`config.mk`:
```
export PLATFORM = sky130hd
export DESIGN_NAME = saturate_sync_flat
export DESIGN_NICKNAME = d
export VERILOG_FILES = /design/src/rtl/sat_pkg.sv /design/src/rtl/saturate_sync_if.sv /design/src/rtl/sat_clamp_comb.sv /design/src/rtl/saturate_sync.sv /design/src/flat_wrapper.sv
export SDC_FILE = /design/constraint.sdc
export NUM_CORES = 1
export LEC_CHECK = 0
export CAP_MARGIN = 20
export CORE_AREA = 4 4 46 48
export CTS_BUF_LIST = sky130_fd_sc_hd__clkbuf_8
export DETAILED_ROUTE_END_ITERATION = 8
export DIE_AREA = 0 0 50 52
export PLACE_DENSITY = 0.89
export SYNTH_ARGS = -nofsm -noshare
export SYNTH_HDL_FRONTEND = slang
export SYNTH_SLANG_ARGS = --single-unit
```
`constraint.sdc`:
```
create_clock -name clk -period 1.1 [get_ports clk]
set_input_delay 0.11 -clock clk [delete_from_list [all_inputs] [get_ports clk]]
set_output_delay 0.11 -clock clk [all_outputs]
set_load 0.02 [all_outputs]
```
`src/rtl/sat_pkg.sv`:
```
// Shared types and helpers for the saturating width-reduction stage.
package sat_pkg;

   localparam int SAT_CNT_W = 16;
   localparam int SAT_LIM_W = 64;

   typedef struct packed {
      logic hi;
      logic lo;
   } sat_flags_t;

   // Limits are returned full-width; callers truncate to their OUT_W.
   function automatic logic [SAT_LIM_W-1:0] sat_max(input int w, input bit sgn);
      logic [SAT_LIM_W-1:0] one;
      one = SAT_LIM_W'(1);
      if (sgn) return (one << (w - 1)) - one;
      return (one << w) - one;
   endfunction

   function automatic logic [SAT_LIM_W-1:0] sat_min(input int w, input bit sgn);
      logic [SAT_LIM_W-1:0] one;
      one = SAT_LIM_W'(1);
      if (sgn) return ~((one << (w - 1)) - one);
      return '0;
   endfunction

endpackage

```
`src/rtl/saturate_sync_if.sv`:
```
// Sample stream in, clamped stream plus clip flags and counter out.
interface saturate_sync_if
   import sat_pkg::*;
#(
   parameter int IN_W  = 10,
   parameter int OUT_W = 8
);
   logic                 in_valid;
   logic [IN_W-1:0]      in_data;
   logic                 clr_stats;
   logic                 out_valid;
   logic [OUT_W-1:0]     out_data;
   logic                 sat_hi;
   logic                 sat_lo;
   logic [SAT_CNT_W-1:0] sat_count;

   modport master (
      output in_valid, in_data, clr_stats,
      input  out_valid, out_data, sat_hi, sat_lo, sat_count
   );

   modport slave (
      input  in_valid, in_data, clr_stats,
      output out_valid, out_data, sat_hi, sat_lo, sat_count
   );
endinterface

```
`src/rtl/sat_clamp_comb.sv`:
```
// Purely combinational clamp of an IN_W value into the OUT_W range.
module sat_clamp_comb
   import sat_pkg::*;
#(
   parameter int IN_W   = 10,
   parameter int OUT_W  = 8,
   parameter int SIGNED = 0
) (
   input  logic [IN_W-1:0]  din,
   output logic [OUT_W-1:0] dout,
   output sat_flags_t       flags
);
   localparam logic [OUT_W-1:0] MAX_V = OUT_W'(sat_max(OUT_W, SIGNED != 0));
   localparam logic [OUT_W-1:0] MIN_V = OUT_W'(sat_min(OUT_W, SIGNED != 0));
   localparam int               TOP_W = IN_W - OUT_W + 1;

   generate
      if (SIGNED != 0) begin : g_signed
         // In range only when every bit down to the new sign bit matches the old sign.
         logic in_range;
         assign in_range = (din[IN_W-1:OUT_W-1] == {TOP_W{din[IN_W-1]}});

         always_comb begin
            dout  = din[OUT_W-1:0];
            flags = '0;
            if (!in_range) begin
               if (din[IN_W-1]) begin
                  dout     = MIN_V;
                  flags.lo = 1'b1;
               end else begin
                  dout     = MAX_V;
                  flags.hi = 1'b1;
               end
            end
         end
      end else begin : g_unsigned
         always_comb begin
            dout  = din[OUT_W-1:0];
            flags = '0;
            if (|din[IN_W-1:OUT_W]) begin
               dout     = MAX_V;
               flags.hi = 1'b1;
            end
         end
      end
   endgenerate
endmodule

```
`src/rtl/saturate_sync.sv`:
```
// Registered saturating width reduction; optional clip counter under SATURATE_SYNC_STATS_EN.
module saturate_sync
   import sat_pkg::*;
#(
   parameter int IN_W   = 10,
   parameter int OUT_W  = 8,
   parameter int SIGNED = 0
) (
   input  logic             clk,
   input  logic             rst,
   saturate_sync_if.slave   bus
);
   logic [OUT_W-1:0] c_data;
   sat_flags_t       c_flags;

   logic             vld_q;
   logic [OUT_W-1:0] data_q;
   sat_flags_t       flags_q;

   sat_clamp_comb #(
      .IN_W   (IN_W),
      .OUT_W  (OUT_W),
      .SIGNED (SIGNED)
   ) u_clamp (
      .din   (bus.in_data),
      .dout  (c_data),
      .flags (c_flags)
   );

   // Data and flags only move on valid samples; idle cycles hold the last result.
   always_ff @(posedge clk) begin
      if (rst) begin
         vld_q   <= 1'b0;
         data_q  <= '0;
         flags_q <= '0;
      end else begin
         vld_q <= bus.in_valid;
         if (bus.in_valid) begin
            data_q  <= c_data;
            flags_q <= c_flags;
         end
      end
   end

   assign bus.out_valid = vld_q;
   assign bus.out_data  = data_q;
   assign bus.sat_hi    = flags_q.hi;
   assign bus.sat_lo    = flags_q.lo;

`ifdef SATURATE_SYNC_STATS_EN
   logic [SAT_CNT_W-1:0] cnt_q;
   logic                 clip;

   assign clip = bus.in_valid && (c_flags.hi || c_flags.lo);

   // Clear wins over a same-cycle increment; the count sticks at all ones.
   always_ff @(posedge clk) begin
      if (rst || bus.clr_stats)
         cnt_q <= '0;
      else if (clip && (cnt_q != {SAT_CNT_W{1'b1}}))
         cnt_q <= cnt_q + SAT_CNT_W'(1);
   end

   assign bus.sat_count = cnt_q;
`else
   logic unused_clr;
   assign unused_clr    = bus.clr_stats;
   assign bus.sat_count = '0;
`endif
endmodule

```
`src/flat_wrapper.sv`:
```
// flat-port wrapper written by rule: the top's interface ports become plain ports
module saturate_sync_flat import sat_pkg::*;
#(
   parameter int IN_W   = 10,
   parameter int OUT_W  = 8,
   parameter int SIGNED = 0
)
  (clk, rst, bus_in_valid, bus_in_data, bus_clr_stats, bus_out_valid, bus_out_data, bus_sat_hi, bus_sat_lo, bus_sat_count);
  saturate_sync_if #(.IN_W(IN_W), .OUT_W(OUT_W)) bus_i ();
  input  logic clk;
  input  logic rst;
  input wire logic [$bits(bus_i.in_valid)-1:0] bus_in_valid;
  input wire logic [$bits(bus_i.in_data)-1:0] bus_in_data;
  input wire logic [$bits(bus_i.clr_stats)-1:0] bus_clr_stats;
  output wire logic [$bits(bus_i.out_valid)-1:0] bus_out_valid;
  output wire logic [$bits(bus_i.out_data)-1:0] bus_out_data;
  output wire logic [$bits(bus_i.sat_hi)-1:0] bus_sat_hi;
  output wire logic [$bits(bus_i.sat_lo)-1:0] bus_sat_lo;
  output wire logic [$bits(bus_i.sat_count)-1:0] bus_sat_count;
  assign bus_i.in_valid = bus_in_valid;
  assign bus_i.in_data = bus_in_data;
  assign bus_i.clr_stats = bus_clr_stats;
  assign bus_out_valid = bus_i.out_valid;
  assign bus_out_data = bus_i.out_data;
  assign bus_sat_hi = bus_i.sat_hi;
  assign bus_sat_lo = bus_i.sat_lo;
  assign bus_sat_count = bus_i.sat_count;
  saturate_sync #(.IN_W(IN_W), .OUT_W(OUT_W), .SIGNED(SIGNED)) u_core (.clk(clk), .rst(rst), .bus(bus_i));
endmodule
```
==> summary.txt <==
Drt
  – Vias per std cell: 4.00
  – DRT Wirelength: 1.16 mm
  – DRC Markers: 0
  – Total number of vias: 452
  – First drt pass iteration count: 2
  – Antenna-violating nets left: 0
  – WL per Instance: 10.2 um
  – Starting DRT DRC Count: 3

Setup path
  – Worst Setup Path Type: reg2out
  – WP buf/inv: 1
  – Worst EP required: 0.99 ns
  – Cell family with most CP delay: buffers and inverters
  – CP Depth: 1
  – Crit-path max FO: 2
  – Slowest-stage cell, CP: dlygate4sd2_1
  – CP Data Arrival Time: 0.90 ns
  – Critical-path cell list: dlygate4sd2_1
  – Capturing element type of the critical path: output pin
  – Crit path launch type: flip-flop
  – Reg-to-reg slack, setup: 0.47 ns
  – Reg2reg end: u_core.bus.out_data[7]$_SDFFE_PP0P_
  – Critical path's largest stage delay: 0.34 ns
  – R2r worst-path depth: 2
  – Critical R2R Launch: u_core.bus.out_data[7]$_SDFFE_PP0P_

Synth
  – Synth Register Bits: 10
  – Synthesized area per cell: 10.3 um^2
  – Ys flop type: dfxtp_1
  – Mapped Area: 627 um^2
  – Syn. warnings: 0
  – Mapped Cells: 61
  – Synth top area cells: dfxtp_1 32%, buf_4 20%, a211oi_2 18%
  – Cell with the most instances after synthesis: buf_4
  – EDFF count, synth: 0
  – Share of the synthesized area in the top cell type: 31.9%
  – Fraction of the yosys area taken by sequential cells: 31.9%
  – Asr flop ratio synth: 0%
  – Cell type with the largest total area after synthesis: dfxtp_1
  – Post-synthesis cell type count: 10
  – Most instantiated cells after synthesis: 17 x buf_4, 10 x dfxtp_1, 10 x nor2_1

Power and ir drop
  – PwrDens: 1310 nW/um^2
  – VDD IR max: 0.000810 V
  – Leak Pwr: 0.374 nW

Placement
  – IO buf count: 22
  – GPL Wtd Cong: 0.609
  – Pre-CTS setup slack: -0.0227 ns
  – Hpwl dp: 908 um

Clock network
  – Post-CTS sizing: 10
  – Post-CTS Hold Buffers: 0
  – TritonCTS clock tree: yes
  – Total setup buffers inserted after CTS: 0
  – # H-tree levels: 1
  – Reg clk slew, reported paths: 0.05 ns
  – Sink Count: 10
  – Clock Path Buffers: 2
  – Clock latency on the worst-skew pair: 0.23 ns
  – Root Buffer: clkbuf_8
  – CTS Buf Count: 3

Global routing
  – GRT Resource Usage Total: 8.89%
  – Largest net degree at the start of global routing: 20
  – Congestion Overflow GR: 0
  – Vias in the first global route: 362
  – First-pass GRT wire length: 1.66 mm
  – Initial antenna violation count: 0

Min path
  – Hold endpoint: u_core.bus.out_data[6]$_SDFFE_PP0P_
  – Hold path startpoint: u_core.bus.out_data[6]$_SDFFE_PP0P_
  – Worst Hold Path Cells: 2
  – Hold WC Path Type: reg2reg

STA
  – Max-slew violation count: 0
  – Post-route minimum period: 1.01 ns
  – Fmax: 988 MHz
  – RSZ-0062 raised after global routing: no
  – TNS Setup: 0 ns
  – Layout Skew: 0 ns
  – Final Hold Viols: 0
  – Final worst setup slack: 0.0876 ns
  – Final period util: 92.0%
  – Final setup vio count: 0

Die
  – Row count: 15
  – Core area: 1710 um^2
  – DIE WIDTH: 50 um
  – Die ar.: 2600 um^2
  – Initial Util: 36.7%
  – Num ports: 41
  – Die height: 52 um

Run
  – Max-Cap Viols: 0

Final layout
  – Area delta synth->final: 37.1%
  – Antenna fix cells: 0
  – Sequential cell area: 200 um^2
  – Multi-input gate area: 300 um^2
  – Fin nets: 103
  – Layout cells sized above 1: 31.8%
  – Filler Cell Count: 181

Run status
  – Status: finished clean
-- through the flow --
stage	hold slack, ns	utilization [%]	total power, mW	area (um^2)	std cells
floorplan	0.354	-	0.637	687	77
detailed placement	0.509	47.8	0.705	817	109
global placement	0.499	47.8	0.701	817	109
global route	0.535	50.3	1.19	860	113
CTS	0.517	50.3	1.15	860	113
finish	0.507	50.3	1.13	860	113
-- placed cells by master (no fill, tap or decap) --
cell / count
a211oi_2: 9
nor2b_1: 1
dlygate4sd2_1: 10
conb_1: 17
dfxtp_1: 10
buf_4: 6
clkbuf_8: 4
nor2_1: 10
nor3_2: 8
clkdlybuf4s50_1: 12
buf_12: 1
-- area by class of cell --
cell class / instances / area share (%)
multi-input cells: 45 / 34.9
well taps: 25 / 3.64
clock buffers: 4 / 6.40
flip-flops and latches: 10 / 23.3
repair buffers: 29 / 31.7
-- worst max-delay path by stage --
stage	start	end	slack, ns
2_1_floorplan	u_core.bus.out_data[5]$_SDFFE_PP0P_	u_core.bus.out_data[5]$_SDFFE_PP0P_	0.35
3_3_place_gp	bus_in_data[9]	u_core.bus.out_data[5]$_SDFFE_PP0P_	-0.01
3_5_place_dp	bus_in_valid	u_core.bus.out_data[7]$_SDFFE_PP0P_	-0.02
4_1_cts	u_core.bus.out_data[4]$_SDFFE_PP0P_	bus_out_data[4]	0.08
5_1_grt	u_core.bus.out_data[6]$_SDFFE_PP0P_	bus_out_data[6]	0.04
6_report	u_core.bus.out_data[1]$_SDFFE_PP0P_	bus_out_data[1]	0.09
-- worst reg2reg max path, cell delays in order, from the launching register on --
cell      delay [ns]
dfxtp_1         0.32
nor2_1          0.05
a211oi_2        0.19
-- power by group --
part / internal (mW) / switching (mW)
Combinational: 0.114 / 0.162
Sequential: 0.391 / 0.0120
Clock: 0.314 / 0.137
Total: 0.818 / 0.310
-- registers in the layout, indices dropped and copies added, names as in the netlist --
| register | cells |
|---|---|
| u_core.bus.out_data | 8 |
| u_core.bus.out_valid | 1 |
| u_core.bus.sat_hi | 1 |
-- metal layers --
metal / wire length (um) / track usage (%) / vias up
li1: - / - / 223
met1: 494 / 10.1 / 200
met2: 503 / 12.0 / 27
met3: 141 / 5.16 / 2
met4: 16 / 6.91 / 0
met5: 0 / 0 / -
-- cells by family (layout without fill, tap and decap cells) --
group	after synthesis	count (layout)	share of synthesized area [%]
simple gates	19	19	19.8
buf+inv	22	33	29.7
flops	10	10	31.9
other cells	1	17	0.598
compound gates	9	9	18.0
(Power assumes the default switching activity.)
